`src/rtl/serial_fadd.sv`:
```
// Bit-serial adder: one full-adder cell plus a carry flop, LSB first, one bit per clock.
// Start/done handshake; sum and cout hold from DONE until the next accepted start.
module serial_fadd #(
    parameter int unsigned W = 8
) (
    input  logic         clk,
    input  logic         rst_n,
    input  logic         start,
    input  logic [W-1:0] a,
    input  logic [W-1:0] b,
    input  logic         cin,
    output logic         busy,
    output logic         done,
    output logic [W-1:0] sum,
    output logic         cout
);
    localparam int unsigned CW = (W > 1) ? $clog2(W) : 1;

    typedef enum logic [1:0] {
        IDLE = 2'd0,
        RUN  = 2'd1,
        DONE = 2'd2
    } state_t;

    state_t        state;
    logic [W-1:0]  a_sr;
    logic [W-1:0]  b_sr;
    logic          carry;
    logic [CW-1:0] cnt;

    logic s_bit;
    logic c_next;
    logic accept;

    // Single full-adder cell on the current LSBs
    assign s_bit  = a_sr[0] ^ b_sr[0] ^ carry;
    assign c_next = (a_sr[0] & b_sr[0]) | (a_sr[0] & carry) | (b_sr[0] & carry);

    // A new operation may start from IDLE or directly from DONE
    assign accept = start && ((state == IDLE) || (state == DONE));

    always_ff @(posedge clk or negedge rst_n) begin
        if (!rst_n) begin
            state <= IDLE;
            a_sr  <= '0;
            b_sr  <= '0;
            carry <= 1'b0;
            cnt   <= '0;
            busy  <= 1'b0;
            done  <= 1'b0;
            sum   <= '0;
            cout  <= 1'b0;
        end else begin
            done <= 1'b0;
            if (accept) begin
                a_sr  <= a;
                b_sr  <= b;
                carry <= cin;
                cnt   <= '0;
                sum   <= '0;
                cout  <= 1'b0;
                busy  <= 1'b1;
                state <= RUN;
            end else begin
                case (state)
                    IDLE: begin
                        busy <= 1'b0;
                    end
                    RUN: begin
                        carry <= c_next;
                        sum   <= (sum >> 1) | (W'(s_bit) << (W - 1));
                        a_sr  <= a_sr >> 1;
                        b_sr  <= b_sr >> 1;
                        cnt   <= cnt + CW'(1);
                        // Last bit: latch the final carry and hand off to DONE
                        if (cnt == CW'(W - 1)) begin
                            cout  <= c_next;
                            busy  <= 1'b0;
                            done  <= 1'b1;
                            state <= DONE;
                        end
                    end
                    DONE: begin
                        busy  <= 1'b0;
                        state <= IDLE;
                    end
                    default: begin
                        busy  <= 1'b0;
                        state <= IDLE;
                    end
                endcase
            end
        end
    end

endmodule

```
`config.mk`:
```
export PLATFORM = sky130hd
export DESIGN_NAME = serial_fadd
export DESIGN_NICKNAME = d
export VERILOG_FILES = /design/src/rtl/serial_fadd.sv
export SDC_FILE = /design/constraint.sdc
export NUM_CORES = 1
export LEC_CHECK = 0
export BUFFER_PORTS_ARGS = -buffer_cell sky130_fd_sc_hd__buf_2
export CAP_MARGIN = 20
export CORE_ASPECT_RATIO = 1.75
export CORE_MARGIN = 4
export CORE_UTILIZATION = 35
export CTS_BUF_LIST = sky130_fd_sc_hd__clkbuf_4
export CTS_CLUSTER_SIZE = 40
export DETAILED_ROUTE_END_ITERATION = 8
export SETUP_SLACK_MARGIN = 0.1
export SLEW_MARGIN = 20
export SYNTH_ARGS = -nofsm -noshare
export SYNTH_HDL_FRONTEND = slang
export SYNTH_SLANG_ARGS = --single-unit
```
`constraint.sdc`:
```
create_clock -name clk -period 1.8 [get_ports clk]
set_input_delay 0.09 -clock clk [delete_from_list [all_inputs] [get_ports clk]]
set_output_delay 0.09 -clock clk [all_outputs]
set_load 0.005 [all_outputs]
```
==> flow_summary.yaml, run 1 <==
status:
  status: "finished, final reports clean"
critical_path:
  worstSetupEndpointType: "register"
  path_max_fanout: 3
  worstPathCellList: "ha_1 > ha_1 > mux2_2 > a22o_1"
  critical_path_class: "register to register"
  path_common_cell: "ha_1"
  worstRegToRegCells: 4
  required_ns: 2.02
  cp_slowest_cell: "dfrtp_1"
  crit_arrival_ns: 1.68
  start_kind: "register"
  slowest_delay_ns: 0.42
clock_network:
  numClockSinks: 33
  ctsResizeCount: 0
  cts_made_buffers: 5
  post_cts_buffers: 0
  cts_tree: "built"
  ctsLongestPathBuffers: 2
  root_buffer: "clkbuf_4"
  cts.htree.levels: 2
  cts.clk_slew.worst_paths_ns: 0.10
  cts_hold_buf: 1
  clock_latency_ns: 0.33
yosys:
  synth_seq_cells: 33
  yosysSeqAreaShare: 0.4606
  synthTopCellsByArea: "dfrtp_1, mux2i_1, a211oi_1, nor2b_1, mux2_2"
  synthMuxAreaShare: 0.1535
  synth_xor_area_frac: 0.004885
  syn_avg_cell_area_sq_um: 10.42
  yosys.area_share.adder: 0.02512
  syn-cell-area_sq_um: 1793
  synth_top_cell_by_area: "dfrtp_1"
  synth_top_family_by_area: "compound AO/OA/AOI/OAI gates"
  yosysTopAreaCellShare: 0.4606
  ys_warn_count: 0
  syn_nets: 195
  synthSimpleGateAreaFrac: 0.1291
  syn_inst: 172
  synth_compound_area_frac: 0.1619
  ys_types: 23
floorplan:
  initial_utilization: 0.3602
  num_io_pins: 31
  die_w_um: 62.11
  coreArea_sq_um: 4977
  die_y_um: 102.7
  row_count: 34
  dieArea_sq_um: 6377
sta:
  finalCritPeriodShare: 0.8117
  setup_viol: 0
  fin_tns_setup_ns: 0
  min_period_ns: 1.461
  rsz0062_at_grt: "no"
  fmax_mhz: 684.4
  worst_slack_ns: 0.3389
  hold_viol: 0
  slew_viol_final: 0
  slew_headroom: 0.4952
  fin_skew_ns: 0.006950
  tightest_slew_ns: 0.7572
detailed_routing:
  ant_nets: 0
  routedWlPerCell_um: 13.42
  dr_total_vias: 1297
  vias_per_cell: 5.086
  routed_wl_um: 3423
  drc: 0
  dr.pass1.iters: 4
  dr.first_iter.drc_count: 24
cells_and_area:
  nets: 224
  drive_above_1_share: 0.2488
  fillCellCount: 517
  syn_to_final_growth_pct: 14.38
  diodes: 0
  regArea_sq_um: 825.8
  fin_cells: 255
  multi_input_area_sq_um: 850.8
placed_design:
  portBuffers: 30
  gp_congestion: 0.6563
  dpl.cell_count: 247
  dp_hpwl_um: 2304
  pre_cts_ws_ns: 0.3362
power:
  p_leak_nw: 0.9049
  powerDensity_nw_per_um2: 1461
  vdd.ir_drop.worst_mv: 0.6140
  total_power_w: 0.002996
run:
  max_cap_violations: 0
global_routing:
  antenna_found_initial: 0
  grt_pass1_wl_um: 5996
  grt_pass1_vias: 1314
  grt_max_degree: 42
  gr-total-overflow: 0
  grt_usage: 0.1171
worst_hold_path:
  holdPathStages: 3
  hold_path.class: "input pin to register"
metal layers:
metal | vias to the layer above | global-route usage | part of all wire
li1 | 657 | - | -
met3 | 6 | 0.02617 | 0.033
met2 | 17 | 0.2085 | 0.53
met4 | 0 | 0.06845 | 0.024
met1 | 617 | 0.1262 | 0.41
met5 | - | 0 | 0
Yosys cell counts:
cell and count:
xnor2_1 1, buf_4 3, a21oi_1 16, clkbuf_1 1, o21ai_0 11, buf_6 3
nor2_1 4, mux2_4 1, nor2b_1 15, dfrtp_1 33, o31ai_1 1, nand2b_1 13
mux2_2 8, nand2_1 7, ha_1 2, inv_1 6, buf_2 6, nand3_1 3
fa_1 1, mux2i_1 17, buf_1 1, a211oi_1 15, a22o_1 4
layout by cell type (no fill, tap or decap):
cell type       n
a211oi_1       15
a21oi_1        16
a22o_1          4
buf_12          3
buf_2          30
buf_4           2
clkbuf_4        6
clkinv_1        1
dfrtp_1        33
dlygate4sd3_1   1
fa_1            1
ha_1            2
inv_1           6
mux2_2          8
mux2_4          1
mux2i_1        17
nand2_1         7
nand2b_1       13
nand3_1         3
nor2_1          4
nor2b_1        15
o21ai_0        11
o31ai_1         1
xnor2_1         1
worst paths after layout:
kind                                    start                  end  slack (ns)
max                        cnt[0]$_DFFE_PN0P_   cnt[2]$_DFFE_PN0P_        0.34
min                                      b[5]  b_sr[5]$_DFFE_PN0P_        0.03
max reg2reg                cnt[0]$_DFFE_PN0P_   cnt[2]$_DFFE_PN0P_        0.34
min reg2reg                sum[0]$_DFFE_PN0P_   sum[0]$_DFFE_PN0P_        0.53
max in group asynchronous               rst_n   sum[1]$_DFFE_PN0P_        0.95
min in group asynchronous               rst_n  a_sr[7]$_DFFE_PN0P_        0.36
power by group:
group / switching, W / leakage [nW] / total, W / internal (W)
Combinational: 0.000579 / 0.468 / 0.00128 / 0.000697
Clock: 0.000236 / 0.0292 / 0.000393 / 0.000157
Sequential: 0.000261 / 0.407 / 0.00133 / 0.00107
state kept, by name, summed over array words and instances (netlist names):
signal  cells
busy        1
done        1
carry       1
state       2
sum         8
cout        1
b_sr        8
a_sr        8
cnt         3
kinds of logic after synthesis:
group / count (synthesis)
AOI/OAI and AO/OA: 47
and+or+nand+nor: 42
DFF: 33
muxes: 26
buffers and inverters: 20
adders and majority gates: 3
xor gates and xnor gates: 1
worst max-delay path: cells and delay by family, from the launching register on:
family / cells / cell delay, ns
fa+ha+maj: 2 / 0.47
flops: 1 / 0.42
mux: 1 / 0.26
compound gates: 1 / 0.22
layout make-up:
class | instances | share of cell area
multi-input cells | 119 | 0.4149
clock inverters | 1 | 0.001830
well taps | 54 | 0.03295
flip-flops and latches | 33 | 0.4027
clock buffers | 6 | 0.02196
repair buffers | 36 | 0.1147
inverters | 6 | 0.01098
stage by stage:
stage / hold slack (ns) / utilization / cell area [sq um]
3_3_place_gp: 0.2171 / 0.4002 / 1992
2_1_floorplan: -0.2056 / - / 1793
4_1_cts: 0.009146 / 0.4120 / 2051
3_5_place_dp: 0.2108 / 0.4002 / 1992
6_report: 0.02624 / 0.4120 / 2051
5_1_grt: 0.01428 / 0.4120 / 2051
Power figures use the tool's default switching activity.
==> inputs of run 2 (changes only) <==
clock period = 1.4 ns   (was 1.8 ns; I/O delays follow)
==> run 2 against run 1 <==
Effect of this change: sequential power up 27%; power up 34%; clock skew up 0.0055 ns; core utilization increased by 3.2 points; worst setup slack lost 0.29 ns; register-to-register slack got worse by 0.29 ns; count of clock-buffer cells in the layout down 1; largest cell class unchanged; critical endpoint unchanged; design area rose by 7.7%; clock power is 29% higher; die area unchanged; via count is 5.0% higher.
==> flow_summary.yaml, run 2 (synthesis results as in run 1) <==
detailed_routing:
  routedWlPerCell_um: 12.98
  dr_total_vias: 1362
  dr.pass1.iters: 4
  vias_per_cell: 4.989
  routed_wl_um: 3543
  drc: 0
  dr.first_iter.drc_count: 23
  ant_nets: 0
sta:
  min_period_ns: 1.351
  fin_skew_ns: 0.01245
  finalCritPeriodShare: 0.9647
  hold_viol: 0
  fmax_mhz: 740.4
  slew_headroom: 0.7122
  tightest_slew_ns: 0.4318
  hold-worst-slack_ns: 0.01070
  slew_viol_final: 0
  rsz0062_at_grt: "yes"
  setup_viol: 0
placed_design:
  portBuffers: 30
  gp_congestion: 0.6884
  dp_hpwl_um: 2332
floorplan:
  die_w_um: 62.11
  coreArea_sq_um: 4977
  row_count: 34
  die_y_um: 102.7
  dieArea_sq_um: 6377
  num_io_pins: 31
  initial_utilization: 0.3602
worst_hold_path:
  hold_path.class: "input pin to register"
  min_from: "b[3]"
  holdPathStages: 3
  hold_end: "b_sr[3]$_DFFE_PN0P_"
clock_network:
  root_buffer: "clkbuf_4"
  numClockSinks: 33
  clock_latency_ns: 0.34
  cts.clk_slew.worst_paths_ns: 0.11
  ctsLongestPathBuffers: 2
  cts.htree.levels: 2
  cts_made_buffers: 5
  cts_tree: "built"
power:
  vdd.ir_drop.worst_mv: 1.025
  total_power_w: 0.004024
  powerDensity_nw_per_um2: 1822
  p_leak_nw: 0.9710
critical_path:
  start_kind: "register"
  slowest_delay_ns: 0.40
  worst-path-buf-inv: 0
  path_max_fanout: 2
  r2r_end: "cnt[2]$_DFFE_PN0P_"
  worstPathCellList: "ha_2 > ha_4 > mux2_4 > a22o_1"
  required_ns: 1.63
  cp_slowest_cell: "dfrtp_1"
  crit_arrival_ns: 1.58
  critical_path_class: "register to register"
  timing.rr.start: "cnt[0]$_DFFE_PN0P_"
  worstSetupEndpointType: "register"
  worstRegToRegCells: 4
  regToRegSetupSlack_ns: 0.05
  path_delay_family: "flip-flops"
global_routing:
  gr-total-overflow: 0
  grt_usage: 0.1189
  grt_pass1_vias: 1298
  grt_max_degree: 34
  grt_pass1_wl_um: 6023
  antenna_found_initial: 0
cells_and_area:
  syn_to_final_growth_pct: 23.17
  drive_above_1_share: 0.2968
  top_regs: "a_sr: 8 flops, b_sr: 8 flops, sum: 8 flops"
  nets: 241
  final_cell_mix: "dfrtp_1, buf_2, mux2i_1"
  diodes: 0
  final_common_cell: "dfrtp_1"
run:
  max_cap_violations: 0
status:
  status: "finished, final reports clean"
-- run 2: cell types whose count changed in the layout (fill, tap and decap cells not counted), moves of 2 or more --
cell           change
inv_1              -3
dlygate4sd3_1      +8
ha_1               -2
buf_4             +10
inv_2              +3
-- run 2: worst max path at each step --
| stage | cells after the start | to | slack (ns) | startpoint |
|---|---|---|---|---|
| after floorplan | 4 | cnt[2]$_DFFE_PN0P_ | 0.06 | cnt[0]$_DFFE_PN0P_ |
| after global routing | 4 | cnt[2]$_DFFE_PN0P_ | -0.01 | cnt[0]$_DFFE_PN0P_ |
| final | 4 | cnt[2]$_DFFE_PN0P_ | 0.05 | cnt[0]$_DFFE_PN0P_ |
| after detailed placement | 4 | cnt[2]$_DFFE_PN0P_ | 0.04 | cnt[1]$_DFFE_PN0P_ |
| after global placement | 4 | cnt[2]$_DFFE_PN0P_ | 0.05 | cnt[1]$_DFFE_PN0P_ |
| after CTS | 4 | cnt[2]$_DFFE_PN0P_ | 0.05 | cnt[1]$_DFFE_PN0P_ |
-- run 2: report_power, final --
part / switching, W / leakage, nW / internal (W)
clock: 0.000325 / 0.0300 / 0.000181
sequential: 0.000315 / 0.407 / 0.00137
combinational: 0.000803 / 0.534 / 0.00103
total: 0.00144 / 0.971 / 0.00258
-- run 2: repair_timing --
item / 4_1_cts / 5_1_grt
endpoints found under the setup margin: 2 / 3
pin swaps: 1 / 1
hold buffers: 9 / 0
setup buffers: 3 / 1
gates cloned: 0 / 0
resized for setup: 0 / 5
hold endpoints to repair: 41 / 0
-- run 2: layout make-up --
| class | count | area (sq um) |
|---|---|---|
| multi-input combinational | 119 | 872.1 |
| sequential | 33 | 825.8 |
| timing repair buffer | 53 | 370.4 |
| inverter | 6 | 22.52 |
| clock inverter | 3 | 12.51 |
| fill | 514 | 2769 |
| clock buffer | 5 | 37.54 |
| tap | 54 | 67.56 |
-- run 2: worst min-delay path: stages --
cell      delay [ns]
buf_2           0.08
a211oi_1        0.06
a21oi_1         0.11
-- run 2: metrics by stage --
| stage | util | instance area, sq um | setup TNS [ns] | instances | setup slack [ns] |
|---|---|---|---|---|---|
| 3_3_place_gp | 0.4090 | 2036 | 0 | 252 | 0.05396 |
| 4_1_cts | 0.4417 | 2198 | 0 | 272 | 0.04885 |
| 6_report | 0.4437 | 2208 | 0 | 273 | 0.04936 |
| 2_1_floorplan | - | 1812 | 0 | 172 | 0.06429 |
| 3_5_place_dp | 0.4090 | 2036 | 0 | 252 | 0.03511 |
| 5_1_grt | 0.4437 | 2208 | -0.01028 | 273 | -0.01028 |
-- run 2: routing by layer --
layer	wire length [um]	global-route usage
met5	0	0
met4	86	0.07012
met3	124	0.02944
met2	1835	0.1965
met1	1497	0.1390
==> inputs of run 3 (changes only) <==
ABC_AREA = 1   (was default)
==> run 3 against run 2 <==
Effect of this change: core utilization is 2.3 points higher; clock skew is essentially flat; critical path depth grew 2.
==> flow_summary.yaml, run 3 <==
yosys:
  synth_top_cell_by_area: "dfrtp_1"
  syn_inst: 191
  ys_types: 17
  syn_avg_cell_area_sq_um: 8.202
  yosysSeqAreaShare: 0.5272
  synth_flop_cell: "dfrtp_1"
  synthTopCellsByArea: "dfrtp_1, nand2_1, nand3_1, inv_1, buf_2"
  synth_seq_cells: 33
  ys_top_cells_by_count: "nand2_1, nand3_1, dfrtp_1, inv_1, buf_2"
  syn-cell-area_sq_um: 1567
  syn_nets: 214
  ys_warn_count: 0
  yosysTopAreaCellShare: 0.5272
  synth.most_common_cell: "nand2_1"
  async_flop_share: 1.000
  synth_edf_count: 0
clock_network:
  cts.htree.levels: 2
  clock_latency_ns: 0.34
  root_buffer: "clkbuf_4"
  numClockSinks: 33
  ctsLongestPathBuffers: 2
  cts_tree: "built"
  cts.clk_slew.worst_paths_ns: 0.11
  cts_made_buffers: 5
detailed_routing:
  drc: 0
  vias_per_cell: 4.655
  routedWlPerCell_um: 11.93
  dr.first_iter.drc_count: 52
  ant_nets: 0
  dr_total_vias: 1364
  routed_wl_um: 3495
  dr.pass1.iters: 4
placed_design:
  portBuffers: 30
  gp_congestion: 0.7549
  dp_hpwl_um: 2342
  dpl_cell_area_sq_um: 1787
sta:
  rsz0062_at_grt: "yes"
  slew_viol_final: 0
  fmax_mhz: 824.5
  finalCritPeriodShare: 0.8663
  setup_viol: 0
  fin_tns_setup_ns: 0
  tightest_slew_ns: 0.3879
  min_period_ns: 1.213
  fin_skew_ns: 0.01241
  slew_headroom: 0.7414
  hold_viol: 0
power:
  p_leak_nw: 1.136
  total_power_w: 0.003967
  powerDensity_nw_per_um2: 1948
  vdd.ir_drop.worst_mv: 1.003
global_routing:
  grt_max_degree: 32
  antenna_found_initial: 0
  grt_pass1_wl_um: 6216
  grt_usage: 0.1461
  gr-total-overflow: 0
  grt_pass1_vias: 1424
cells_and_area:
  diodes: 0
  final_area_sq_um: 2037
  finish.utilization: 0.4667
  final_common_cell: "nand2_1"
  nets: 264
  syn_to_final_growth_pct: 30.03
  final_cell_mix: "nand2_1, nand3_1, dfrtp_1"
  top_regs: "a_sr: 8 flops, b_sr: 8 flops, sum: 8 flops"
  drive_above_1_share: 0.2066
floorplan:
  row_count: 32
  die_w_um: 58.57
  initial_utilization: 0.3589
  num_io_pins: 31
  die_y_um: 96.50
  dieArea_sq_um: 5652
  coreArea_sq_um: 4364
critical_path:
  start_kind: "register"
  cp_slowest_cell: "dfrtp_1"
  critical_path_class: "register to register"
  slowest_delay_ns: 0.41
  path_max_fanout: 4
  required_ns: 1.63
  worst-path-buf-inv: 1
  crit_arrival_ns: 1.45
  worstPathCellList: "ha_1 > ha_1 > nand3_2 > nand2_1 > nand2_1 > inv_1"
  worstSetupEndpointType: "register"
  path_delay_family: "adder cells"
  regToRegSetupSlack_ns: 0.19
run:
  max_cap_violations: 0
status:
  status: "finished, final reports clean"
worst_hold_path:
  hold_path.class: "input pin to register"
## run 3: cell types whose count changed in the layout (fill, tap and decap cells not counted), sizes merged, moves of 8 or more
cell | previous run | this run
a21oi | 16 | 1
nand3 | 3 | 42
mux2 | 9 | 0
nand2b | 13 | 0
inv | 6 | 19
nor2b | 15 | 0
nand2 | 7 | 73
dlygate4sd3 | 9 | 17
mux2i | 17 | 0
a211oi | 15 | 0
## run 3: where the power goes
group,internal [W],switching [W]
clock network,0.000189,0.000351
registers,0.00138,0.000259
logic,0.000791,0.000996
## run 3: worst reg2reg max path: stages (launching register included)
cell	delay [ns]
dfrtp_1	0.41
ha_1	0.21
ha_1	0.24
nand3_2	0.11
nand2_1	0.06
nand2_1	0.05
inv_1	0.04
## run 3: repair_timing
item | CTS | global route
hold endpoints to repair | 49 | 0
endpoints found under the setup margin | 0 | 4
resized for setup | 0 | 1
setup buffers | 0 | 1
hold buffers | 17 | 0
## run 3: worst paths after layout
kind                                            end  cells past startpoint               start
min in group asynchronous       b_sr[6]$_DFFE_PN0P_                      2               rst_n
worst max-delay path               cout$_DFFE_PN0P_                      6  cnt[0]$_DFFE_PN0P_
worst min-delay path            b_sr[6]$_DFFE_PN0P_                      5                b[6]
worst min register to register     busy$_DFFE_PN0P_                      2    busy$_DFFE_PN0P_
max in group asynchronous       a_sr[5]$_DFFE_PN0P_                      3               rst_n
worst max register to register     cout$_DFFE_PN0P_                      6  cnt[0]$_DFFE_PN0P_
## run 3: area by class of cell
cell class,instances,area (sq um)
Clock inverter,3,17.52
Fill cell,461,2327
Timing Repair Buffer,54,422.9
Clock buffer,5,37.54
Multi-Input combinational cell,128,598.1
Tap cell,51,63.81
Sequential cell,33,825.8
Inverter,19,71.32
## run 3: kinds of logic after synthesis
| kind of cell | count (synthesis) | share of synthesized area |
|---|---|---|
| AND/OR/NAND/NOR | 120 | 0.3339 |
| flip-flops | 33 | 0.5272 |
| buffers and inverters | 30 | 0.09424 |
| AO/OA/AOI/OAI | 5 | 0.01597 |
| adder cells (fa/ha/maj) | 3 | 0.02875 |
## run 3: metrics by stage
stage / hold slack (ns) / setup WS (ns) / std cells
finish: 0.01448 / 0.1871 / 293
global placement: 0.01683 / 0.1594 / 267
detailed placement: 0.01620 / 0.1594 / 267
CTS: 0.006484 / 0.1286 / 292
floorplan: -0.2256 / 0.2746 / 191
global route: 0.04666 / 0.09392 / 293
## run 3: layer usage
layer	share of wire	vias to the layer above	track usage
met1	0.41	633	0.1564
met5	0	-	0
met4	0.022	0	0.08318
li1	-	696	-
met2	0.53	29	0.2649
met3	0.041	6	0.02394
